$ cat src/rtl/fp_div_pkg.sv
// Shared constants, FSM states and operand classification for the sequential FP divider.
package fp_div_pkg;

  localparam int EXP_W   = 8;
  localparam int MAN_W   = 23;
  localparam int BIAS    = 127;
  localparam int EXP_MAX = 255;
  localparam int ITERS   = MAN_W + 3;
  localparam logic [31:0] QNAN = 32'h7FC00000;

  typedef enum logic [2:0] {IDLE, UNPACK, DIVIDE, ROUND, DONE} state_t;
  typedef enum logic [1:0] {ZERO, NORMAL, INF, NAN} cls_t;

  // A zero exponent is treated as zero regardless of mantissa (subnormal flush).
  function automatic cls_t classify(input logic [EXP_W-1:0] e, input logic [MAN_W-1:0] m);
    if (e == '0) return ZERO;
    if (e == '1) return (m == '0) ? INF : NAN;
    return NORMAL;
  endfunction

endpackage

$ cat src/rtl/fp_div_mant_core.sv
// Radix-2 restoring mantissa divider: one quotient bit per step, MSB first.
module fp_div_mant_core
  import fp_div_pkg::*;
(
  input  logic             clk,
  input  logic             rst_n,
  input  logic             load,
  input  logic             step,
  input  logic [MAN_W:0]   ma,
  input  logic [MAN_W:0]   mb,
  output logic [ITERS-1:0] q,
  output logic             rem_nz
);

  logic [MAN_W+1:0] r_rem;
  logic [ITERS-1:0] r_q;
  logic             w_ge;
  logic [MAN_W+1:0] w_diff;

  assign w_ge   = (r_rem >= {1'b0, mb});
  assign w_diff = w_ge ? (r_rem - {1'b0, mb}) : r_rem;

  // The remainder stays below 2*mb, so 25 bits never overflow after the shift.
  always_ff @(posedge clk or negedge rst_n) begin
    if (!rst_n) begin
      r_rem <= '0;
      r_q   <= '0;
    end else if (load) begin
      r_rem <= {1'b0, ma};
      r_q   <= '0;
    end else if (step) begin
      r_rem <= w_diff << 1;
      r_q   <= {r_q[ITERS-2:0], w_ge};
    end
  end

  assign q      = r_q;
  assign rem_nz = (r_rem != '0);

endmodule

$ cat src/rtl/fp_div_seq.sv
// Multi-cycle IEEE 754 single-precision divider with start/done handshake.
// Define FP_DIV_RNE_EN for round-to-nearest-even; otherwise results are truncated.
module fp_div_seq
  import fp_div_pkg::*;
(
  input  logic        clk,
  input  logic        rst_n,
  input  logic        start,
  input  logic [31:0] n1,
  input  logic [31:0] n2,
  output logic        busy,
  output logic        done,
  output logic [31:0] result,
  output logic        div_by_zero,
  output logic        invalid
);

`ifdef FP_DIV_RNE_EN
  localparam logic RNE_EN = 1'b1;
`else
  localparam logic RNE_EN = 1'b0;
`endif

  localparam int CNT_W = $clog2(ITERS);
  localparam logic [CNT_W-1:0] CNT_LAST = CNT_W'(ITERS - 1);
  localparam logic signed [EXP_W+1:0] BIAS_S = (EXP_W+2)'(BIAS);
  localparam logic signed [EXP_W+1:0] EMAX_S = (EXP_W+2)'(EXP_MAX);
  localparam logic signed [EXP_W+1:0] ONE_S  = (EXP_W+2)'(1);
  localparam logic signed [EXP_W+1:0] ZERO_S = '0;

  state_t r_state, w_next;
  logic [31:0] r_n1, r_n2, r_result;
  logic [CNT_W-1:0] r_cnt;
  logic signed [EXP_W+1:0] r_exp;
  logic r_dbz, r_inv;

  logic w_load, w_step, w_sign, w_special, w_specDbz, w_specInv;
  logic [31:0] w_specRes, w_packed;
  cls_t w_c1, w_c2;
  logic signed [EXP_W+1:0] w_e1, w_e2, w_eNorm, w_eFin;
  logic [ITERS-1:0] w_q;
  logic w_remNz, w_guard, w_sticky, w_inc;
  logic [MAN_W-1:0] w_mant, w_mantFin;
  logic [MAN_W:0] w_mantRnd;

  assign w_sign = r_n1[31] ^ r_n2[31];
  assign w_c1   = classify(r_n1[MAN_W +: EXP_W], r_n1[MAN_W-1:0]);
  assign w_c2   = classify(r_n2[MAN_W +: EXP_W], r_n2[MAN_W-1:0]);
  assign w_e1   = signed'({2'b00, r_n1[MAN_W +: EXP_W]});
  assign w_e2   = signed'({2'b00, r_n2[MAN_W +: EXP_W]});

  fp_div_mant_core u_core (
    .clk    (clk),
    .rst_n  (rst_n),
    .load   (w_load),
    .step   (w_step),
    .ma     ({1'b1, r_n1[MAN_W-1:0]}),
    .mb     ({1'b1, r_n2[MAN_W-1:0]}),
    .q      (w_q),
    .rem_nz (w_remNz)
  );

  // NaN outranks the invalid cases, which outrank the inf/zero shortcuts.
  always_comb begin
    w_special = 1'b1;
    w_specRes = '0;
    w_specDbz = 1'b0;
    w_specInv = 1'b0;
    if (w_c1 == NAN || w_c2 == NAN) begin
      w_specRes = QNAN;
    end else if ((w_c1 == ZERO && w_c2 == ZERO) || (w_c1 == INF && w_c2 == INF)) begin
      w_specRes = QNAN;
      w_specInv = 1'b1;
    end else if (w_c1 == INF) begin
      w_specRes = {w_sign, {EXP_W{1'b1}}, {MAN_W{1'b0}}};
    end else if (w_c2 == INF || w_c1 == ZERO) begin
      w_specRes = {w_sign, {(EXP_W+MAN_W){1'b0}}};
    end else if (w_c2 == ZERO) begin
      w_specRes = {w_sign, {EXP_W{1'b1}}, {MAN_W{1'b0}}};
      w_specDbz = 1'b1;
    end else begin
      w_special = 1'b0;
    end
  end

  always_comb begin
    w_next = r_state;
    w_load = 1'b0;
    w_step = 1'b0;
    unique case (r_state)
      IDLE:    if (start) w_next = UNPACK;
      UNPACK: begin
        w_load = 1'b1;
        w_next = w_special ? DONE : DIVIDE;
      end
      DIVIDE: begin
        w_step = 1'b1;
        if (r_cnt == CNT_LAST) w_next = ROUND;
      end
      ROUND:   w_next = DONE;
      DONE:    w_next = IDLE;
      default: w_next = IDLE;
    endcase
  end

  always_ff @(posedge clk or negedge rst_n) begin
    if (!rst_n) r_state <= IDLE;
    else        r_state <= w_next;
  end

  // Normalise the 26-bit quotient, round, then range-check the exponent.
  always_comb begin
    w_eNorm  = r_exp;
    w_mant   = w_q[ITERS-2:2];
    w_guard  = w_q[1];
    w_sticky = w_q[0] | w_remNz;
    if (!w_q[ITERS-1]) begin
      w_eNorm  = r_exp - ONE_S;
      w_mant   = w_q[ITERS-3:1];
      w_guard  = w_q[0];
      w_sticky = w_remNz;
    end
    w_inc     = RNE_EN & w_guard & (w_sticky | w_mant[0]);
    w_mantRnd = {1'b0, w_mant} + (MAN_W+1)'(w_inc);
    w_eFin    = w_mantRnd[MAN_W] ? (w_eNorm + ONE_S) : w_eNorm;
    w_mantFin = w_mantRnd[MAN_W] ? '0 : w_mantRnd[MAN_W-1:0];
    if (w_eFin >= EMAX_S)
      w_packed = {w_sign, {EXP_W{1'b1}}, {MAN_W{1'b0}}};
    else if (w_eFin <= ZERO_S)
      w_packed = {w_sign, {(EXP_W+MAN_W){1'b0}}};
    else
      w_packed = {w_sign, w_eFin[EXP_W-1:0], w_mantFin};
  end

  always_ff @(posedge clk or negedge rst_n) begin
    if (!rst_n) begin
      r_n1     <= '0;
      r_n2     <= '0;
      r_cnt    <= '0;
      r_exp    <= '0;
      r_result <= '0;
      r_dbz    <= 1'b0;
      r_inv    <= 1'b0;
    end else begin
      if (r_state == IDLE && start) begin
        r_n1  <= n1;
        r_n2  <= n2;
        r_dbz <= 1'b0;
        r_inv <= 1'b0;
      end
      if (r_state == UNPACK) begin
        r_cnt <= '0;
        r_exp <= w_e1 - w_e2 + BIAS_S;
        if (w_special) begin
          r_result <= w_specRes;
          r_dbz    <= w_specDbz;
          r_inv    <= w_specInv;
        end
      end
      if (r_state == DIVIDE) r_cnt <= r_cnt + 1'b1;
      if (r_state == ROUND) r_result <= w_packed;
    end
  end

  assign busy        = (r_state != IDLE);
  assign done        = (r_state == DONE);
  assign result      = r_result;
  assign div_by_zero = r_dbz;
  assign invalid     = r_inv;

endmodule

$ cat config.mk
export PLATFORM = sky130hd
export DESIGN_NAME = fp_div_seq
export DESIGN_NICKNAME = d
export VERILOG_FILES = /design/src/rtl/fp_div_pkg.sv /design/src/rtl/fp_div_mant_core.sv /design/src/rtl/fp_div_seq.sv
export SDC_FILE = /design/constraint.sdc
export NUM_CORES = 1
export LEC_CHECK = 0
export CORE_MARGIN = 2
export CORE_UTILIZATION = 30
export CTS_BUF_LIST = sky130_fd_sc_hd__clkbuf_16
export DETAILED_ROUTE_END_ITERATION = 6
export SETUP_SLACK_MARGIN = 0.4
export SKIP_CTS_REPAIR_TIMING = 1
export SYNTH_ARGS = -nofsm -noshare
export SYNTH_HDL_FRONTEND = slang
export SYNTH_SLANG_ARGS = --single-unit
$ cat constraint.sdc
create_clock -name clk -period 2.83 [get_ports clk]
set_input_delay 0.4245 -clock clk [delete_from_list [all_inputs] [get_ports clk]]
set_output_delay 0.4245 -clock clk [all_outputs]
set_load 0.01 [all_outputs]
After elaboration in Yosys (flattened, before gate mapping)
Index checks and enable logic that the tools add are counted.

Input bits: 67. ROM bits: 0. Register bits: 167. Memory bits (writable): 0. Output and inout bits: 36. Latch bits: 0. Memories: 0. Word-level logic and storage cells: 110.

Equality and inequality tests: 13. $lt $le $gt $ge: 3. Add/subtract/negate cells: 5. Divide/modulo/power cells: 0. $mul: 0. Shift operators: 0. Muxes and demuxes: 58. Bitwise operators: 1. Reduce and logical (&&, ||, !) cells: 20.

Operator list (count): $mux 32 (8); $mux 31 (2); $mux 26 (2); $mux 25 (2); $logic_not 23->1 (2); $mux 1 (27); $ge 25x24->1 (1); $mux 24 (1); $sub 24x24->24 (1); $mux 23 (1); $eq 8x8->1 const B (2); $logic_not 8->1 (2); $mux 2 (8); $pmux 3 s4 (1); $add 9x8->10 const B (1); $ge 10x9->1 const B (1); $le 10x1->1 const B (1); $mux 10 (1); $mux 5 (2); $sub 10x2->10 const B (1); $mux 3 (3); $sub 8x8->9 (1); $eq 2x2->1 const B (4); $reduce_bool 2->1 (4); 13 further kinds (21).

Logic depth before layout (Yosys ltp)
Word-level depth: 14. Depth in mapped cells: 12. Mapped depth without buffers: 11.

Modules after synthesis
From an unflattened synthesis, not the netlist that was laid out.

Cell total of the unflattened synthesis: 1122. Area, all modules: 9779.4 um^2.

Modules (own cells, without submodules): fp_div_seq (cells an instance 659, instances 1, sequential area each 2902.8 um^2, area each 5848.1 um^2); fp_div_mant_core (cells an instance 463, instances 1, sequential area each 1276.2 um^2, area each 3931.3 um^2).

Least setup slack after synthesis
Ideal clock, no wire load.

Path kind: flip-flop to flip-flop. Start: reg r_exp[0]. End: reg r_result[22], in the netlist result[22]. Setup slack: 194 ps. Path buffers: 1. Data required time: 2688 ps. Stages on the path, launching flop included: 11. Arrival time: 2494 ps. Path through: dfrtp_1 inv_1 ha_1 or3b_1 nor2_1 xor2_1 or4_1 o41a_1 nand3_4 buf_12 o22ai_4.

Word-level cells in the longest chain between the ends: 6. Elaborated cells on any way between the ends: 7.

RTL lines: from (decl) (RTL line fp_div_seq.sv:34) `logic signed [EXP_W+1:0] r_exp;`; from (signal assigned) (RTL line fp_div_seq.sv:153) `r_exp <= w_e1 - w_e2 + BIAS_S;`; $sub 10x2->10 (RTL line fp_div_seq.sv:118) `w_eNorm = r_exp - ONE_S;`; $mux 10 (*) (RTL line fp_div_seq.sv:117) `if (!w_q[ITERS-1]) begin`; $le 10x1->1 (RTL line fp_div_seq.sv:129) `else if (w_eFin <= ZERO_S)`; $mux 31 (RTL line fp_div_seq.sv:129); $mux 31 (*) (RTL line fp_div_seq.sv:127) `if (w_eFin >= EMAX_S)`; $mux 32 (*) (RTL line fp_div_seq.sv:161) `if (r_state == ROUND) r_result <= w_packed;`; to (signal assigned) (RTL line fp_div_seq.sv:155) `r_result <= w_specRes;`; to (signal assigned) (RTL line fp_div_seq.sv:161); to (decl) (RTL line fp_div_seq.sv:32) `logic [31:0] r_n1, r_n2, r_result;`.

Mark *: on every way between the ends. The rest lies on a longest branch, timed or not. A chain may end at the register's enable or synchronous reset.

Worst setup path in the final report
Start: reg r_exp[0]. End: reg r_result[8], in the netlist result[8].

The elaborated chain is that of the path after synthesis.

==> results.yml <==
run_status:
  outcome: "finished with violations"
  violations: "hold timing"
die:
  initial_core_util_pct: 30.5
  die_area_sq_um: 32600
  die_h_microns: 180
  core_sq_um: 30600
  die_w_microns: 180
  pin_count: 103
  row_count: 64
logic_synthesis:
  ys_dominant_reg_cell: "dfrtp_1"
  synth_edf_count: 0
  syn_area_sq_um: 9340
  yosys-top-cells-area: "dfrtp_1, ha_1, o21ai_0"
  yosys.area.top_type_share_pct: 44.7
  synth_largest_area_cell: "dfrtp_1"
  ys_ff_latch: 167
  yosys.cell_count.top_type: "dfrtp_1"
  yosysUniqueCellTypes: 70
  ys_seq_area_share_pct: 44.7
  async_flop_share_pct: 100
  synth.avg_cell_area_sq_um: 9.91
  yosys_warnings: 0
  synth_common_cells: "dfrtp_1, nand2_1, o21ai_0, inv_1, nor2_1"
  synth_cells: 943
  syn_nets: 1047
detailed_routing:
  drtPass1Iterations: 5
  top_layer_used: "met4"
  num_vias: 7953
  drt_wl_total_microns: 26200
  routedWlPerCell_microns: 17.3
  met3_length_microns: 952
  wl_met1_microns: 11900
  drc: 0
  route.met2.wl_microns: 12900
  ant_nets: 0
  drt_iter0_markers: 465
  viasPerCell: 5.26
timing:
  slew_headroom_pct: 47.8
  hold_violations: 1
  tightest_slew_ps: 782
  rsz0062_at_grt: "true"
  hold_slack_ps: -2.63
  setup_viol_count_final: 0
  max_freq_mhz: 367
  fin_crit_ps: 2730
  fin_crit_sh_pct: 96.4
  drv_slew: 0
  skew_ps: 18.2
power:
  vdd_drop_max_mv: 0.791
  power_w: 0.0180
  leakagePower_nw: 5.27
  power_per_cell_area_nw_per_um2: 1400
clocking:
  cts_tree: "built"
  cts_max_path_buffers: 2
  cts_buffers: 17
  clk_pin_slew_ps: 70
  clk_latency_ps: 440
  htreeDepth: 4
  clock-sinks: 167
  cts-root-buf: "clkbuf_16"
global_route:
  grt_usage_pct: 15.1
  grt_antenna_before_repair: 0
  overflow: 0
  grt_max_degree: 75
  grt_pass1_vias: 7616
  grt_pass1_wl_microns: 40200
critical_path:
  end_kind: "flip-flop"
  crit_path_start_kind: "flip-flop"
  cp.arrival_ps: 3050
  crit_required_ps: 3160
  cp_max_fo: 7
  worst_r2r_path_depth: 10
  setup.worst_path.class: "flip-flop to flip-flop"
placed_design:
  place_congestion: 0.885
  portBuffers: 102
  dp_hpwl_microns: 18000
final_layout:
  drive_gt1_share_pct: 27.4
  syn_to_final_growth_pct: 37.8
  diodes: 0
  layout.nets: 1208
  fillers: 2951
  final_util_pct: 42.1
run:
  maxCapViolations: 0
hold_path:
  hp-class: "input port to async pin"
==> area by class of cell <==
type	instances	area, sq um	area share [%]
repair buffers	191	1870	14.6
well taps	396	495	3.85
multi-input cells	676	5520	42.9
inverters	51	191	1.49
clock inverters	15	180	1.40
flip-flops and latches	167	4180	32.5
clock buffers	17	425	3.30
==> through the flow <==
step	cell area (sq um)	TNS [ps]	hold WS [ps]	instances	worst slack, ps
floorplan	9370	0	129	943	244
global placement	11100	0	464	1437	85.0
detailed placement	11100	0	473	1437	5.91
CTS	11700	-0.321	39.3	1469	-0.321
global route	12900	0	53.7	1513	0.886
finish	12900	0	-2.63	1513	102
==> where the power goes <==
part | leakage (nW) | switching [W] | internal, W
Combinational | 2.85 | 0.00590 | 0.00545
Sequential | 2.13 | 0.000967 | 0.00332
Clock | 0.289 | 0.00111 | 0.00127
Total | 5.27 | 0.00798 | 0.0100
==> kinds of logic (layout without fill, tap and decap cells) <==
group	Yosys count	in the layout	share of synthesized area, %
and+or+nand+nor	263	263	14.1
muxes	72	72	8.17
buffers and inverters	100	274	4.51
xor gates and xnor gates	35	35	3.28
adders and majority gates	37	37	5.12
DFF	167	167	44.7
AOI/OAI and AO/OA	269	269	20.1
==> registers in the layout, summed over array words and instances (netlist names) <==
| signal | count |
|---|---|
| r_n1 | 32 |
| r_n2 | 32 |
| result | 32 |
| u_core.q | 26 |
| u_core.r_rem | 25 |
| r_exp | 10 |
| r_cnt | 5 |
| r_state | 3 |
| div_by_zero | 1 |
| invalid | 1 |
==> path summary, 6_finish.rpt <==
| kind | startpoint | to | slack, ps |
|---|---|---|---|
| worst min-delay path | rst_n | r_n2[30] | -3 |
| min in group clk | result[14] | result[14] | 480 |
| worst max-delay path | r_exp[0] | result[8] | 100 |
| worst min register to register | result[14] | result[14] | 480 |
| max in group asynchronous | rst_n | r_n2[23] | 2120 |
| worst max register to register | r_exp[0] | result[8] | 100 |
==> layout by cell type, fill, tap and decap left out, types with 20 or more instances in the layout <==
master           instances
a21oi_1                 20
a22o_1                  31
buf_4                   68
clkdlybuf4s50_1        101
dfrtp_1                163
inv_1                   37
mux2_2                  34
mux2i_1                 38
nand2_1                 90
nand3_1                 20
nor2_1                  39
o21ai_0                 66
o21ai_2                 23
xnor2_1                 20
==> critical path: stages (launching register included) <==
cell,delay (ps)
dfrtp_2,450
inv_2,100
ha_4,150
or3b_4,400
nor2_4,130
xor2_2,80
or4_1,510
o41a_1,380
nand3_4,180
clkbuf_16,180
o21ai_2,50
==> per-layer routing <==
layer	track usage (%)	vias to the layer above
met2	25.1	201
met1	20.6	3953
met5	0	-
li1	-	3760
met3	2.10	39
met4	4.23	0
Note: power is estimated with default switching activity, not from simulation.
